File: src/rtl/fp_pkg.sv
// Shared definitions for the sequential floating-point adder/subtractor:
// FSM state codes, LED patterns and width-agnostic field/pattern helpers.
package fp_pkg;

   typedef logic [2:0] state_t;

   localparam state_t ST_IDLE  = 3'd0;
   localparam state_t ST_ALIGN = 3'd1;
   localparam state_t ST_ADD   = 3'd2;
   localparam state_t ST_NORM  = 3'd3;
   localparam state_t ST_ROUND = 3'd4;
   localparam state_t ST_DONE  = 3'd5;

   localparam logic [3:0] LED_IDLE  = 4'b0000;
   localparam logic [3:0] LED_ALIGN = 4'b0001;
   localparam logic [3:0] LED_ADD   = 4'b0010;
   localparam logic [3:0] LED_NORM  = 4'b0100;
   localparam logic [3:0] LED_ROUND = 4'b0100;
   localparam logic [3:0] LED_DONE  = 4'b1000;

   // Helpers work on a wide word so one set serves every EXP_W/MAN_W pair;
   // callers size-cast the result back to their own width.
   localparam int FP_MAX_W = 64;
   typedef logic [FP_MAX_W-1:0] fp_word_t;

   function automatic fp_word_t fp_ones(input int n);
      return (fp_word_t'(1) << n) - fp_word_t'(1);
   endfunction

   function automatic logic fp_sign_field(input fp_word_t x, input int exp_w, input int man_w);
      return x[exp_w + man_w];
   endfunction

   function automatic fp_word_t fp_exp_field(input fp_word_t x, input int exp_w, input int man_w);
      return (x >> man_w) & fp_ones(exp_w);
   endfunction

   function automatic fp_word_t fp_man_field(input fp_word_t x, input int man_w);
      return x & fp_ones(man_w);
   endfunction

   function automatic fp_word_t fp_inf(input logic sign, input int exp_w, input int man_w);
      return (fp_word_t'(sign) << (exp_w + man_w)) | (fp_ones(exp_w) << man_w);
   endfunction

   // Canonical quiet NaN: positive, exponent all ones, mantissa MSB set.
   function automatic fp_word_t fp_nan(input int exp_w, input int man_w);
      return fp_inf(1'b0, exp_w, man_w) | (fp_word_t'(1) << (man_w - 1));
   endfunction

endpackage

File: src/rtl/fp_lzc.sv
// Combinational leading-zero counter; an all-zero input reports WIDTH.
module fp_lzc #(
   parameter int WIDTH = 27,
   parameter int CNT_W = $clog2(WIDTH + 1)
) (
   input  logic [WIDTH-1:0] in_i,
   output logic [CNT_W-1:0] cnt_o
);

   // Scan upward so the highest set bit is the last one to write the count.
   always_comb begin
      cnt_o = CNT_W'(WIDTH);
      for (int i = 0; i < WIDTH; i++) begin
         if (in_i[i]) cnt_o = CNT_W'(WIDTH - 1 - i);
      end
   end

endmodule

File: src/rtl/fp_addsub_seq.sv
// Sequential floating-point adder/subtractor: byte-loaded operands, fixed
// five-cycle align/add/normalise/round pipeline walked by a small FSM.
module fp_addsub_seq #(
   parameter int EXP_W  = 8,
   parameter int MAN_W  = 23,
   parameter int W      = 1 + EXP_W + MAN_W,
   parameter int NBYTES = (W + 7) / 8,
   parameter int BSW    = (NBYTES > 1) ? $clog2(NBYTES) : 1
) (
   input  logic           clk,
   input  logic           reset,
   input  logic           load,
   input  logic           opnd_sel,
   input  logic [BSW-1:0] byte_sel,
   input  logic [7:0]     din,
   input  logic           start,
   input  logic           op_sub,
   output logic           busy,
   output logic           done,
   output logic [W-1:0]   result,
   output logic           overflow,
   output logic           underflow,
   output logic           invalid,
   output logic           zero,
   output logic [3:0]     leds
);
   import fp_pkg::*;

   localparam int SIG_W = MAN_W + 4;            // hidden, mantissa, G, R, S
   localparam int SUM_W = MAN_W + 5;            // plus carry
   localparam int RND_W = MAN_W + 2;
   localparam int LZC_W = $clog2(SIG_W + 1);
   localparam int EN_W  = ((EXP_W > LZC_W) ? EXP_W : LZC_W) + 2;
   localparam logic [EN_W-1:0] EXP_MAX = EN_W'((1 << EXP_W) - 1);

   state_t state_q, state_d;
   logic [W-1:0] opa_q, opb_q, opa_d, opb_d;
   logic         op_sub_q;

   // Operand fields; B's sign is already the effective (post op_sub) sign.
   logic sa, sb;
   logic [EXP_W-1:0] ea, eb;
   logic [MAN_W-1:0] ma, mb;
   assign sa = fp_sign_field(fp_word_t'(opa_q), EXP_W, MAN_W);
   assign sb = fp_sign_field(fp_word_t'(opb_q), EXP_W, MAN_W) ^ op_sub_q;
   assign ea = EXP_W'(fp_exp_field(fp_word_t'(opa_q), EXP_W, MAN_W));
   assign eb = EXP_W'(fp_exp_field(fp_word_t'(opb_q), EXP_W, MAN_W));
   assign ma = MAN_W'(fp_man_field(fp_word_t'(opa_q), MAN_W));
   assign mb = MAN_W'(fp_man_field(fp_word_t'(opb_q), MAN_W));

   logic             sign_l_d, eff_sub_d, spec_d, spec_inv_d, swap;
   logic             sign_l_q, eff_sub_q, spec_q, spec_inv_q;
   logic [EXP_W-1:0] exp_l_d, exp_l_q, shift_amt;
   logic [SIG_W-1:0] sig_a, sig_b, sig_sm, shifted, lost;
   logic [SIG_W-1:0] sig_l_d, sig_l_q, sig_s_d, sig_s_q;
   logic [W-1:0]     spec_res_d, spec_res_q;
   logic [SUM_W-1:0] sum_d, sum_q;
   logic [LZC_W-1:0] lzc;
   logic [SIG_W-1:0] norm_mant_d, norm_mant_q;
   logic [EN_W-1:0]  norm_exp_d, norm_exp_q, exp_ext, exp_r;
   logic             norm_zero_d, norm_zero_q, norm_uf_d, norm_uf_q;
   logic             rnd_inc;
   logic [RND_W-1:0] rounded;
   logic [MAN_W-1:0] man_r;
   logic [W-1:0]     res_d;
   logic             ovf_d, unf_d, inv_d, zero_d;

   // Next-state sequencing: only IDLE waits, every other state lasts one cycle.
   // NOTE: every combinational output gets a default first so no path leaves
   // a variable unassigned and infers a latch.
   always_comb begin
      state_d = state_q;
      case (state_q)
         ST_IDLE:  if (start) state_d = ST_ALIGN;
         ST_ALIGN: state_d = ST_ADD;
         ST_ADD:   state_d = ST_NORM;
         ST_NORM:  state_d = ST_ROUND;
         ST_ROUND: state_d = ST_DONE;
         default:  state_d = ST_IDLE;
      endcase
   end

   // Byte writes into the selected operand; indices past the top byte match no bit.
   always_comb begin
      opa_d = opa_q;
      opb_d = opb_q;
      if (load && (state_q == ST_IDLE || state_q == ST_DONE)) begin
         for (int b = 0; b < W; b++) begin
            if (BSW'(b / 8) == byte_sel) begin
               if (opnd_sel) opb_d[b] = din[b % 8];
               else          opa_d[b] = din[b % 8];
            end
         end
      end
   end

   // ALIGN: order by magnitude, right-shift the smaller with sticky, flag specials.
   always_comb begin
      sig_a      = (ea == '0) ? '0 : {1'b1, ma, 3'b000};
      sig_b      = (eb == '0) ? '0 : {1'b1, mb, 3'b000};
      swap       = {eb, (eb == '0) ? '0 : mb} > {ea, (ea == '0) ? '0 : ma};
      sign_l_d   = swap ? sb : sa;
      exp_l_d    = swap ? eb : ea;
      sig_l_d    = swap ? sig_b : sig_a;
      sig_sm     = swap ? sig_a : sig_b;
      shift_amt  = swap ? (eb - ea) : (ea - eb);
      shifted    = sig_sm >> shift_amt;
      lost       = sig_sm & ~({SIG_W{1'b1}} << shift_amt);
      sig_s_d    = {shifted[SIG_W-1:1], shifted[0] | (|lost)};
      eff_sub_d  = sa ^ sb;
      spec_d     = (ea == '1) || (eb == '1);
      spec_inv_d = (ea == '1) && (eb == '1) && (sa != sb);
      if (spec_inv_d)     spec_res_d = W'(fp_nan(EXP_W, MAN_W));
      else if (ea == '1)  spec_res_d = W'(fp_inf(sa, EXP_W, MAN_W));
      else                spec_res_d = W'(fp_inf(sb, EXP_W, MAN_W));
   end

   // ADD: magnitude sum or larger-minus-smaller difference.
   always_comb begin
      sum_d = eff_sub_q ? ({1'b0, sig_l_q} - {1'b0, sig_s_q})
                        : ({1'b0, sig_l_q} + {1'b0, sig_s_q});
   end

   fp_lzc #(.WIDTH(SIG_W), .CNT_W(LZC_W)) u_lzc (
      .in_i  (sum_q[SIG_W-1:0]),
      .cnt_o (lzc)
   );

   // NORM: fold a carry back in, or left-justify; detect zero and flush-to-zero.
   always_comb begin
      norm_mant_d = '0;
      norm_exp_d  = '0;
      norm_zero_d = 1'b0;
      norm_uf_d   = 1'b0;
      exp_ext     = EN_W'(exp_l_q);
      if (sum_q[SUM_W-1]) begin
         norm_mant_d = {sum_q[SUM_W-1:2], sum_q[1] | sum_q[0]};
         norm_exp_d  = exp_ext + EN_W'(1);
      end else if (sum_q == '0) begin
         norm_zero_d = 1'b1;
      end else begin
         norm_mant_d = sum_q[SIG_W-1:0] << lzc;
         norm_exp_d  = exp_ext - EN_W'(lzc);
         if (norm_exp_d[EN_W-1] || norm_exp_d == '0) begin
            norm_zero_d = 1'b1;
            norm_uf_d   = 1'b1;
         end
      end
   end

   // ROUND: nearest-even on G and R|S, renormalise, then pick the final result.
   always_comb begin
      rnd_inc = norm_mant_q[2] & (norm_mant_q[1] | norm_mant_q[0] | norm_mant_q[3]);
      rounded = {1'b0, norm_mant_q[SIG_W-1:3]} + RND_W'(rnd_inc);
      if (rounded[RND_W-1]) begin
         man_r = rounded[MAN_W:1];
         exp_r = norm_exp_q + EN_W'(1);
      end else begin
         man_r = rounded[MAN_W-1:0];
         exp_r = norm_exp_q;
      end
      res_d  = {sign_l_q, exp_r[EXP_W-1:0], man_r};
      ovf_d  = 1'b0;
      unf_d  = 1'b0;
      inv_d  = 1'b0;
      zero_d = 1'b0;
      if (spec_q) begin
         res_d = spec_res_q;
         inv_d = spec_inv_q;
      end else if (norm_zero_q) begin
         // Exact cancellation gives +0; a flushed underflow keeps its sign.
         res_d  = {norm_uf_q & sign_l_q, {(W-1){1'b0}}};
         zero_d = 1'b1;
         unf_d  = norm_uf_q;
      end else if (exp_r >= EXP_MAX) begin
         res_d = W'(fp_inf(sign_l_q, EXP_W, MAN_W));
         ovf_d = 1'b1;
      end
   end

   // Architectural state: FSM, operands, sampled op and the held result/flags.
   // NOTE: sequential blocks use non-blocking assignments so every register
   // sees the pre-edge values of the others.
   always_ff @(posedge clk) begin
      if (reset) begin
         state_q   <= ST_IDLE;
         opa_q     <= '0;
         opb_q     <= '0;
         op_sub_q  <= 1'b0;
         result    <= '0;
         overflow  <= 1'b0;
         underflow <= 1'b0;
         invalid   <= 1'b0;
         zero      <= 1'b0;
      end else begin
         state_q <= state_d;
         opa_q   <= opa_d;
         opb_q   <= opb_d;
         if (state_q == ST_IDLE && start) op_sub_q <= op_sub;
         if (state_q == ST_ROUND) begin
            result    <= res_d;
            overflow  <= ovf_d;
            underflow <= unf_d;
            invalid   <= inv_d;
            zero      <= zero_d;
         end
      end
   end

   // Pipeline stage registers, each loaded in its own state.
   // NOTE: these carry no reset; each is always written in an earlier state
   // before it is read, so reset would only add fan-out.
   always_ff @(posedge clk) begin
      if (state_q == ST_ALIGN) begin
         sign_l_q   <= sign_l_d;
         eff_sub_q  <= eff_sub_d;
         exp_l_q    <= exp_l_d;
         sig_l_q    <= sig_l_d;
         sig_s_q    <= sig_s_d;
         spec_q     <= spec_d;
         spec_inv_q <= spec_inv_d;
         spec_res_q <= spec_res_d;
      end
      if (state_q == ST_ADD) sum_q <= sum_d;
      if (state_q == ST_NORM) begin
         norm_mant_q <= norm_mant_d;
         norm_exp_q  <= norm_exp_d;
         norm_zero_q <= norm_zero_d;
         norm_uf_q   <= norm_uf_d;
      end
   end

   assign busy = (state_q == ST_ALIGN) || (state_q == ST_ADD) ||
                 (state_q == ST_NORM)  || (state_q == ST_ROUND);
   assign done = (state_q == ST_DONE);

   // One-hot state display.
   always_comb begin
      case (state_q)
         ST_ALIGN: leds = LED_ALIGN;
         ST_ADD:   leds = LED_ADD;
         ST_NORM:  leds = LED_NORM;
         ST_ROUND: leds = LED_ROUND;
         ST_DONE:  leds = LED_DONE;
         default:  leds = LED_IDLE;
      endcase
   end

endmodule

File: config.mk
export PLATFORM = sky130hd
export DESIGN_NAME = fp_addsub_seq
export DESIGN_NICKNAME = d
export VERILOG_FILES = /design/src/rtl/fp_pkg.sv /design/src/rtl/fp_lzc.sv /design/src/rtl/fp_addsub_seq.sv
export SDC_FILE = /design/constraint.sdc
export NUM_CORES = 1
export LEC_CHECK = 0
export ABC_CLOCK_PERIOD_IN_PS = 14810
export CORE_MARGIN = 4
export CORE_UTILIZATION = 30
export CTS_BUF_LIST = sky130_fd_sc_hd__clkbuf_8
export DETAILED_ROUTE_END_ITERATION = 10
export SLEW_MARGIN = 30
export SYNTH_ARGS = -nofsm -noshare
export SYNTH_HDL_FRONTEND = slang
export SYNTH_SLANG_ARGS = --single-unit
File: constraint.sdc
create_clock -name clk -period 14.81 [get_ports clk]
set_input_delay 3.7025 -clock clk [delete_from_list [all_inputs] [get_ports clk]]
set_output_delay 3.7025 -clock clk [all_outputs]
set_load 0.02 [all_outputs]
==> summary.md, run 1 <==
| Metric | Value |
|---|---|
| Status | `completed` |
| Largest net degree at the start of global routing | `92` |
| Setup violations, final | `0` |
| DR DRC count | `0` |
| First drt pass iteration count | `5` |
| Net Sw Power | `~0.83 mW` |
| RSZ-0062 raised after global routing | `no` |
| FP Rows | `86` |
| H-tree levels | `2` |
| Sequential-to-total area share from yosys stat | `36.13%` |
| Worst Hold Path Cells | `1` |
| FMAX | `153.5 MHz` |
| Average wire per standard cell | `~19 um` |
| Reg2reg setup slack | `approximately 8500 ps` |
| Post-Layout Cell Count | `2720` |
| Gate power share | `about a third` |
| Critical path class | `register to primary output` |
| Tot Pwr | `between 2 and 2.5 mW` |
| Clock Latency Late Sink | `around 640 ps` |
| Internal power | `around 1.4 mW` |
| IO Pins | `58` |
| Sequential Power Share | `a little over a third` |
| Synth Flop Type | `edfxtp_1` |
| Layout area overhead | `12.49%` |
| # port buffers | `57` |
| YS warnings | `0` |
| Vias | `about 15000` |
| Sequential standard cell area | `6046 sq um` |
| Synth unique cells | `between 80 and 90` |
| Vias per cell | `approximately 5.4` |
| Pwr per Cell Area | `about 120 nW/um^2` |
| Crit. End Element | `primary output` |
| LEAKAGE | `7.161 nW` |
| Setup bufs post-CTS | `0` |
| Post-route ant nets | `0` |
| Worst Path Max Fanout | `40` |
| Hold slack | `450.9 ps` |
| Max Slew Vio Count | `0` |
| DP Wirelength | `between 30 and 40 mm` |
| CORE AREA | `about 55000 sq um` |
| Slew @ Worst Pin | `~1000 ps` |
| Vias in the first global route | `between 10000 and 15000` |
| Post-synth ARST share | `0%` |
| Clk root buf | `clkbuf_8` |
| Hold Vio Cnt, Final | `0` |
| WL final | `around 50 mm` |
| Layout cells sized above 1 | `around 7.3%` |
| Area of the die | `approximately 60000 sq um` |
| Mapped Nets | `around 2000` |
| Final core occ | `approximately a third` |
| Post-Syn Area | `between 15000 and 20000 sq um` |
| Clock skew | `approximately 60 ps` |
| Peak supply drop | `between 0.05 and 0.06 mV` |
| Iteration-0 DRC Markers | `about 1000` |
| Die Y | `244.2 um` |
| FILL cells | `between 5000 and 6000` |
| Clk pwr share | `29.4%` |
| Reg2Reg Depth | `16` |
| Most frequent cells in the layout | `234 x nand2_1, 213 x nor2_1, 134 x mux2i_1` |
| EDFF count, synth | `roughly 130` |
| CTS tree | `built` |
| Total global routing overflow | `0` |
| Starting Density | `30.31%` |
| Fin crit share | `between 40% and 50%` |
| Chip Width | `244.2 um` |
| First-pass GRT wire length | `80.39 mm` |
| Worst slew margin | `between 30% and 40%` |
| Avg Inst Size Synth | `slightly below 9 sq um` |
| Post-synthesis register bit count | `~240` |
| Pre-CTS WS | `approximately 8300 ps` |
| Num CTS Buffers | `41` |
| Worst Hold Class | `register to register` |
| Crit path time final | `6516 ps` |
| Clock slew at reported path FFs | `60 ps` |
| Req. time, crit path | `between 10000 and 15000 ps` |
| FF-to-FF End | `sig_s_q[0]` |
| Area of the multi-input gates | `about 9900 sq um` |
| Cells after DPL | `2647` |
| Setup ws final | `approximately 8300 ps` |
| Gates resized, CTS repair | `0` |
| R2R Path Start | `opb_q[28]` |
| Post-layout nets | `around 2000` |
| Hold_sp | `result[30]` |
| GP Congestion | `~0.95` |
| Sw Share | `a little under two fifths` |
| Max cap viols | `0` |
| Synth Instances | `between 1500 and 2000` |
| Commonest non-fill, non-tap cell in the layout | `nand2_1` |
| TNS Setup | `0 ps` |
| CP arrival | `2810 ps` |
| Number of diodes | `0` |
| Initial antenna violation count | `1` |
| Hold-fix buffers, CTS | `0` |
| Crit start category | `register` |
| Total GRT Usage | `between 10% and 20%` |
| Placed Area | `17920 sq um` |
| Min-Delay Endpoint | `result[30]` |
| Longest Clk Path Bufs | `3` |
| Number of clock sinks | `236` |
| Design area | `between 15000 and 20000 sq um` |
-- flip-flops by register name, summed over array words and instances (netlist names), 2 cells and up --
register and cells:
exp_l_q 8, norm_exp_q 10, norm_mant_q 27, opa_q 32, opb_q 32, result 32, sig_l_q 24, sig_s_q 27
spec_res_q 2, state_q 3, sum_q 28
-- worst max path at each step --
stage,startpoint,endpoint,slack [ps],depth (start not counted)
3_5_place_dp,opb_q[28],sig_s_q[0],8340,16
4_1_cts,state_q[1],leds[2],8210,3
2_1_floorplan,state_q[0],eff_sub_q,8860,2
3_3_place_gp,opb_q[28],sig_s_q[0],8580,16
5_1_grt,opb_q[28],sig_s_q[0],8060,16
6_report,state_q[1],leds[2],8290,3
-- final cells by class --
class / instances / area share, %
multi-input combinational: 1511 / 52.83
tap: 748 / 4.972
clock buffer: 50 / 3.656
inverter: 73 / 1.456
sequential: 236 / 32.12
timing repair buffer: 79 / 3.882
clock inverter: 23 / 1.084
-- critical path, stage by stage (launching register included) --
cell             delay, ps
dfxtp_1                540
and3b_2                820
nand2b_1               230
clkdlybuf4s50_1        630
-- synthesized netlist by cell type, types with 8 or more instances --
library cell	n	area [sq um]
nand2_1	235	882.1
nor2_1	215	807.0
mux2i_1	134	1341
edfxtp_1	132	3964
o21ai_0	110	550.5
a21oi_1	108	540.5
dfxtp_1	104	2082
inv_1	72	270.3
ha_1	71	888.4
clkbuf_1	67	251.5
xnor2_1	64	560.5
nor3_1	55	275.3
nand3_1	51	255.2
a21o_1	26	195.2
buf_2	26	130.1
nand4_1	24	150.1
and2_1	23	143.9
a31oi_1	22	137.6
xor2_1	22	192.7
nor2b_1	21	131.4
nor4_1	20	125.1
o22ai_1	18	112.6
o211ai_1	17	127.6
a211oi_1	16	120.1
mux4_2	16	360.4
nand2b_1	16	100.1
o31ai_1	16	120.1
and3_1	15	93.84
mux2_2	14	157.7
buf_1	12	45.04
nor3b_1	11	82.58
a22o_1	9	78.83
or2_2	9	56.30
or3_1	8	50.05
-- per-layer routing --
metal | vias up | GRT usage [%] | part of all wire (%) | wire [um]
met5 | - | 0 | 0.014 | 7
met4 | 2 | 6.819 | 4.0 | 2017
met3 | 116 | 2.357 | 5.1 | 2592
met2 | 460 | 27.47 | 46 | 23410
met1 | 7041 | 21.81 | 45 | 22550
li1 | 7074 | - | - | -
-- kinds of logic after synthesis --
family	after synthesis	synth area share [%]
muxes	164	11.11
buffers and inverters	187	4.659
adders and majority gates	74	5.668
DFF	236	36.13
xor gates and xnor gates	86	4.502
AOI/OAI and AO/OA	448	17.35
and+or+nand+nor	739	20.58
-- power by group through the flow --
stage | Sequential [mW] | Clock [mW] | Combinational [mW]
global route | 0.812 | 0.705 | 0.835
CTS | 0.806 | 0.676 | 0.752
global placement | 0.818 | 0 | 0.746
finish | 0.807 | 0.656 | 0.765
detailed placement | 0.820 | 0 | 0.749
floorplan | 0.804 | 0 | 0.574
Power figures use the tool's default switching activity.
==> run 2, diff against run 1 <==
--- a/config.mk
+++ b/config.mk
@@ -5,7 +5,7 @@
 export SDC_FILE = /design/constraint.sdc
 export NUM_CORES = 1
 export LEC_CHECK = 0
-export ABC_CLOCK_PERIOD_IN_PS = 14810
+export ABC_CLOCK_PERIOD_IN_PS = 5800
 export CORE_MARGIN = 4
 export CORE_UTILIZATION = 30
 export CTS_BUF_LIST = sky130_fd_sc_hd__clkbuf_8
==> constraint.sdc (replaced) <==
create_clock -name clk -period 5.8 [get_ports clk]
set_input_delay 1.45 -clock clk [delete_from_list [all_inputs] [get_ports clk]]
set_output_delay 1.45 -clock clk [all_outputs]
set_load 0.02 [all_outputs]
==> run 2 against run 1 <==
Largest power group is now combinational logic; die area stayed put; core utilization is 1.2 points higher; total power increased to 2.6 times the previous value; sequential power grew to 2.6 times the previous value.
==> summary.md, run 2 (synthesis gave the netlist of run 1 again) <==
| Metric | Value |
|---|---|
| Status | `completed` |
| Layout cells sized above 1 | `between 10% and 20%` |
| Most frequent cells in the layout | `235 x nand2_1, 213 x nor2_1, 134 x mux2i_1` |
| Req. time, crit path | `between 6000 and 7000 ps` |
| Vias per cell | `between 5 and 6` |
| Reg2Reg Depth | `17` |
| Sw Share | `a little under two fifths` |
| GP Congestion | `a little under 1` |
| Top Registers | `opa_q: 32 flops, opb_q: 32 flops, result: 32 flops` |
| Clk pwr share | `a little over a quarter` |
| Die Y | `between 200 and 250 um` |
| FMAX | `about 190 MHz` |
| Average wire per standard cell | `18.72 um` |
| Peak supply drop | `approximately 0.12 mV` |
| Largest net degree at the start of global routing | `81` |
| Hold_sp | `result[23]` |
| Net Sw Power | `2.128 mW` |
| DP Wirelength | `just over 40 mm` |
| Crit path capture | `sig_s_q[0]` |
| Fin crit share | `about nine tenths` |
| Area of the die | `between 50000 and 60000 sq um` |
| Tot Pwr | `approximately 5.8 mW` |
| Chip Width | `244.2 um` |
| CTS tree | `built` |
| Final core occ | `approximately a third` |
| Reg2reg setup slack | `around 570 ps` |
| Commonest non-fill, non-tap cell in the layout | `nand2_1` |
| Total global routing overflow | `0` |
| TNS Setup | `0 ps` |
| Clock skew | `around 24 ps` |
| Initial antenna violation count | `0` |
| Iteration-0 DRC Markers | `1191` |
| Worst setup path startpoint | `opb_q[24]` |
| Critical path class | `register to register` |
| R2R Path Start | `opb_q[24]` |
| CP arrival | `roughly 5600 ps` |
| LEAKAGE | `7.591 nW` |
| Number of diodes | `0` |
| Sequential standard cell area | `6046 sq um` |
| Hold Vio Cnt, Final | `0` |
| Gates resized, CTS repair | `0` |
| WL met3 | `roughly 2.4 mm` |
| Clk root buf | `clkbuf_8` |
| Hold slack | `~450 ps` |
| Post-layout nets | `around 2100` |
| Highest metal used | `met4` |
| Vias in the first global route | `around 15000` |
| Starting Density | `between 30% and 40%` |
| Wl on met1 | `about 23 mm` |
| IO Pins | `58` |
| Pwr per Cell Area | `about 300 nW/um^2` |
| Worst Hold Class | `register to register` |
| Num CTS Buffers | `40` |
| Clock slew at reported path FFs | `around 60 ps` |
| Layout area overhead | `16.56%` |
| Worst Path Max Fanout | `27` |
| Crit start category | `register` |
| Post-route ant nets | `0` |
| First drt pass iteration count | `6` |
| FP Rows | `86` |
| Hold-fix buffers, CTS | `0` |
| Total GRT Usage | `17.20%` |
| CORE AREA | `55200 sq um` |
| WL final | `around 53 mm` |
| Max Slew Vio Count | `0` |
| Max cap viols | `0` |
| Setup bufs post-CTS | `0` |
| First-pass GRT wire length | `82.21 mm` |
| Worst slew margin | `between 40% and 50%` |
| RSZ-0062 raised after global routing | `no` |
| Longest Clk Path Bufs | `3` |
| # port buffers | `57` |
| Crit. End Element | `register` |
| DR DRC count | `0` |
| FF-to-FF End | `sig_s_q[0]` |
| FILL cells | `5689` |
| Vias | `14900` |
| Sequential Power Share | `between 30% and 40%` |
| Routed met2 length | `roughly 25 mm` |
| Crit path time final | `between 5000 and 6000 ps` |
| Gate power share | `between 30% and 40%` |
| H-tree levels | `2` |
| Number of clock sinks | `between 200 and 250` |
| Clock Latency Late Sink | `600 ps` |
| Internal power | `around 3.6 mW` |
| Area of the multi-input gates | `9953 sq um` |
| Slew @ Worst Pin | `between 800 and 900 ps` |
| Setup violations, final | `0` |
[run 2: final cells by class]
class	instances	area share, %
multi-input combinational	1511	51.03
sequential	236	31.00
timing repair buffer	177	7.647
tap	748	4.799
clock buffer	49	3.458
inverter	73	1.405
clock inverter	22	0.6608
[run 2: per-stage QoR]
step,cell area [sq um],worst slack [ps],instances
finish,19500,567.4,2816
CTS,19490,638.5,2816
detailed placement,18690,668.5,2745
global placement,18690,731.0,2745
global route,19500,311.1,2816
floorplan,16740,1303,1934
[run 2: per-layer routing]
metal / GRT usage, % / vias to the layer above
met5: 0 / -
met4: 7.257 / 0
met3: 2.675 / 130
met2: 29.19 / 461
met1: 21.78 / 7043
li1: - / 7270
[run 2: power groups by stage]
stage / Combinational (mW) / Clock [mW] / Sequential [mW]
floorplan: 1.47 / 0 / 2.05
global placement: 2.15 / 0 / 2.09
detailed placement: 2.16 / 0 / 2.09
CTS: 2.17 / 1.57 / 2.06
global route: 2.39 / 1.64 / 2.07
finish: 2.20 / 1.51 / 2.06
[run 2: worst max-delay path: stages (launching register included)]
cell and delay, ps:
dfxtp_1 390, nor4_1 340, nand2_1 90, buf_4 230, and2_1 270, ha_1 360
a2111o_1 380, o221ai_1 300, nand4_1 290, a21oi_2 310, buf_4 220, o211ai_1 100
a311o_1 390, nor3_1 270, o22ai_1 140, nor4b_2 300, o2111ai_1 170, a2111o_1 400
[run 2: worst min path at each step]
stage,end,slack (ps),cells after the start
after global routing,result[23],470,1
after floorplan,opa_q[8],450,2
after CTS,result[23],450,1
final,result[23],450,1
after global placement,result[1],440,2
after detailed placement,result[23],440,1
==> run 3, diff against run 2 <==
--- a/config.mk
+++ b/config.mk
@@ -6,10 +6,13 @@
 export NUM_CORES = 1
 export LEC_CHECK = 0
 export ABC_CLOCK_PERIOD_IN_PS = 5800
+export CORE_ASPECT_RATIO = 0.9
 export CORE_MARGIN = 4
-export CORE_UTILIZATION = 30
+export CORE_UTILIZATION = 58
 export CTS_BUF_LIST = sky130_fd_sc_hd__clkbuf_8
 export DETAILED_ROUTE_END_ITERATION = 10
+export PLACE_DENSITY = 0.79
+export SKIP_LAST_GASP = 1
 export SLEW_MARGIN = 30
 export SYNTH_ARGS = -nofsm -noshare
 export SYNTH_HDL_FRONTEND = slang
==> run 3 against run 2 <==
Core utilization is 31 points higher; die area fell by 47%; via count grew 1.8%; wire length down 4.2%; non-clock buffer count fell by 48; maximum frequency is 0.48% lower; largest cell class unchanged; largest power group unchanged; critical path depth increased by 3; setup slack got worse by 25 ps; critical path type unchanged; combinational power fell by 3%; sequential cell count is the same.
==> summary.md, run 3 (synthesis gave the netlist of run 1 again) <==
| Metric | Value |
|---|---|
| Clock slew at reported path FFs | `~70 ps` |
| Slew @ Worst Pin | `between 900 and 1000 ps` |
| Total global routing overflow | `0` |
| Peak supply drop | `around 0.27 mV` |
| Iteration-0 DRC Markers | `approximately 1700` |
| Setup ws final | `542.1 ps` |
| Most Crowded Layer GR | `met2` |
| Longest Clk Path Bufs | `3` |
| GP Congestion | `between 1 and 1.5` |
| Area of the die | `31630 sq um` |
| IO Pins | `between 50 and 60` |
| Gates resized, CTS repair | `0` |
| Number of clock sinks | `236` |
| Commonest non-fill, non-tap cell in the layout | `nand2_1` |
| # port buffers | `57` |
| RSZ-0062 raised after global routing | `no` |
| Clock skew | `about 32 ps` |
| FP Rows | `58` |
| Average wire per standard cell | `21.22 um` |
| CORE AREA | `around 28000 sq um` |
| Hold-fix buffers, CTS | `0` |
| First-pass GRT wire length | `80.06 mm` |
| DR DRC count | `0` |
| Layout cells sized above 1 | `under 10%` |
| Initial antenna violation count | `3` |
| TNS Setup | `0 ps` |
| Crit path time final | `about 5300 ps` |
| CP arrival | `between 5000 and 6000 ps` |
| Most frequent cells in the layout | `235 x nand2_1, 214 x nor2_1, 134 x mux2i_1` |
| Vias | `around 15000` |
| Clk root buf | `clkbuf_8` |
| Largest net degree at the start of global routing | `between 80 and 90` |
| Post-layout nets | `about 2100` |
| Setup bufs post-CTS | `0` |
| Pre-CTS WS | `704.2 ps` |
| H-tree levels | `2` |
| Cells after DPL | `around 2300` |
| Hold slack | `around 450 ps` |
| Met2 Usage GRT | `about half` |
| Setup violations, final | `0` |
| WL final | `~50 mm` |
| Crit start category | `register` |
| Slowest cell on the critical path | `a21oi_1` |
| LEAKAGE | `roughly 7.4 nW` |
| Vias per cell | `~6.4` |
| CTS tree | `built` |
| Req. time, crit path | `~6100 ps` |
| Max Slew Vio Count | `0` |
| Critical path class | `register to register` |
| Met3 usage | `roughly 4.9%` |
| Pwr per Cell Area | `304.5 nW/um^2` |
| Num CTS Buffers | `40` |
| Starting Density | `just under 60%` |
| Worst Path Max Fanout | `27` |
| Clock Latency Late Sink | `around 540 ps` |
| Worst slew margin | `between 30% and 40%` |
| Status | `completed` |
| Number of diodes | `0` |
| Post-route ant nets | `0` |
| First drt pass iteration count | `5` |
| Hold Vio Cnt, Final | `0` |
| Fin crit share | `about nine tenths` |
| Worst Hold Class | `register to register` |
| Cell Chain, Critical Path | `nor4_1, nand2_1, buf_12, nand2_1, inv_1, ha_1, nand4_1, nor3_1, a22oi_1, a21oi_1, a21oi_2, buf_4, nor2_4, buf_4, nor3_1, o32ai_1, a21oi_1, nor4b_2, o2111ai_1, a2111o_1` |
| Met1 usage | `between 40% and 50%` |
| Layout area overhead | `11.52%` |
| Chip Width | `around 190 um` |
| Total GRT Usage | `between 30% and 40%` |
| Crit. End Element | `register` |
| Top Registers | `opa_q: 32 flops, opb_q: 32 flops, result: 32 flops` |
| Vias in the first global route | `around 14000` |
| FMAX | `approximately 190 MHz` |
| Max incr delay on CP | `between 400 and 500 ps` |
| Post-Layout Cell Count | `roughly 2400` |
| DP Wirelength | `around 39 mm` |
| Max cap viols | `0` |
| Die Y | `around 170 um` |
-- run 3: cell types whose count changed in the layout (fill, tap and decap cells not counted), sizes merged --
cell      previous run  this run
buf                121        73
bufinv               1         2
clkbuf              49        46
clkinv               5         4
clkinvlp             1         0
inv                 88        92
-- run 3: final timing paths --
check / from / end / slack [ps] / cells past startpoint
worst max register to register: opb_q[24] / sig_s_q[0] / 540 / 20
worst max-delay path: opb_q[24] / sig_s_q[0] / 540 / 20
worst min register to register: result[23] / result[23] / 450 / 1
worst min-delay path: result[23] / result[23] / 450 / 1
-- run 3: area by class of cell --
cell class                 instances  area [sq um]
clock buffer                      46         633.1
sequential                       236          6046
timing repair buffer             129          1156
multi-input combinational       1511          9943
clock inverter                    25         157.7
inverter                          73         274.0
tap                              360         450.4
fill                            2320          9497
-- run 3: layer usage --
layer	wire, um	vias to the layer above	part of all wire, %
met4	1364	0	2.7
met3	3791	98	7.5
li1	-	7180	-
met2	22640	620	45
met1	22720	7274	45
met5	0	-	0
-- run 3: metrics by stage --
step                      util [%]  total power, mW  instance area, sq um
final                        66.27            5.683                 18660
after CTS                    66.27            5.669                 18660
after global routing         66.27            5.984                 18660
after detailed placement     63.46            4.187                 17870
after global placement       63.46            4.168                 17870
after floorplan                  -            3.514                 16740
-- run 3: critical path, delay by kind of cell, from the launching register on --
kind	cells	cell delay (ps)
flops	1	410
simple gates	8	1720
buf+inv	4	750
fa+ha+maj	1	310
compound gates	7	1810
-- run 3: power by group --
group	leakage, nW	total (mW)	switching, mW	internal, mW
sequential	2.06	2.07	0.126	1.94
combinational	4.85	2.14	1.30	0.835
clock	0.474	1.48	0.665	0.813
total	7.39	5.68	2.09	3.59
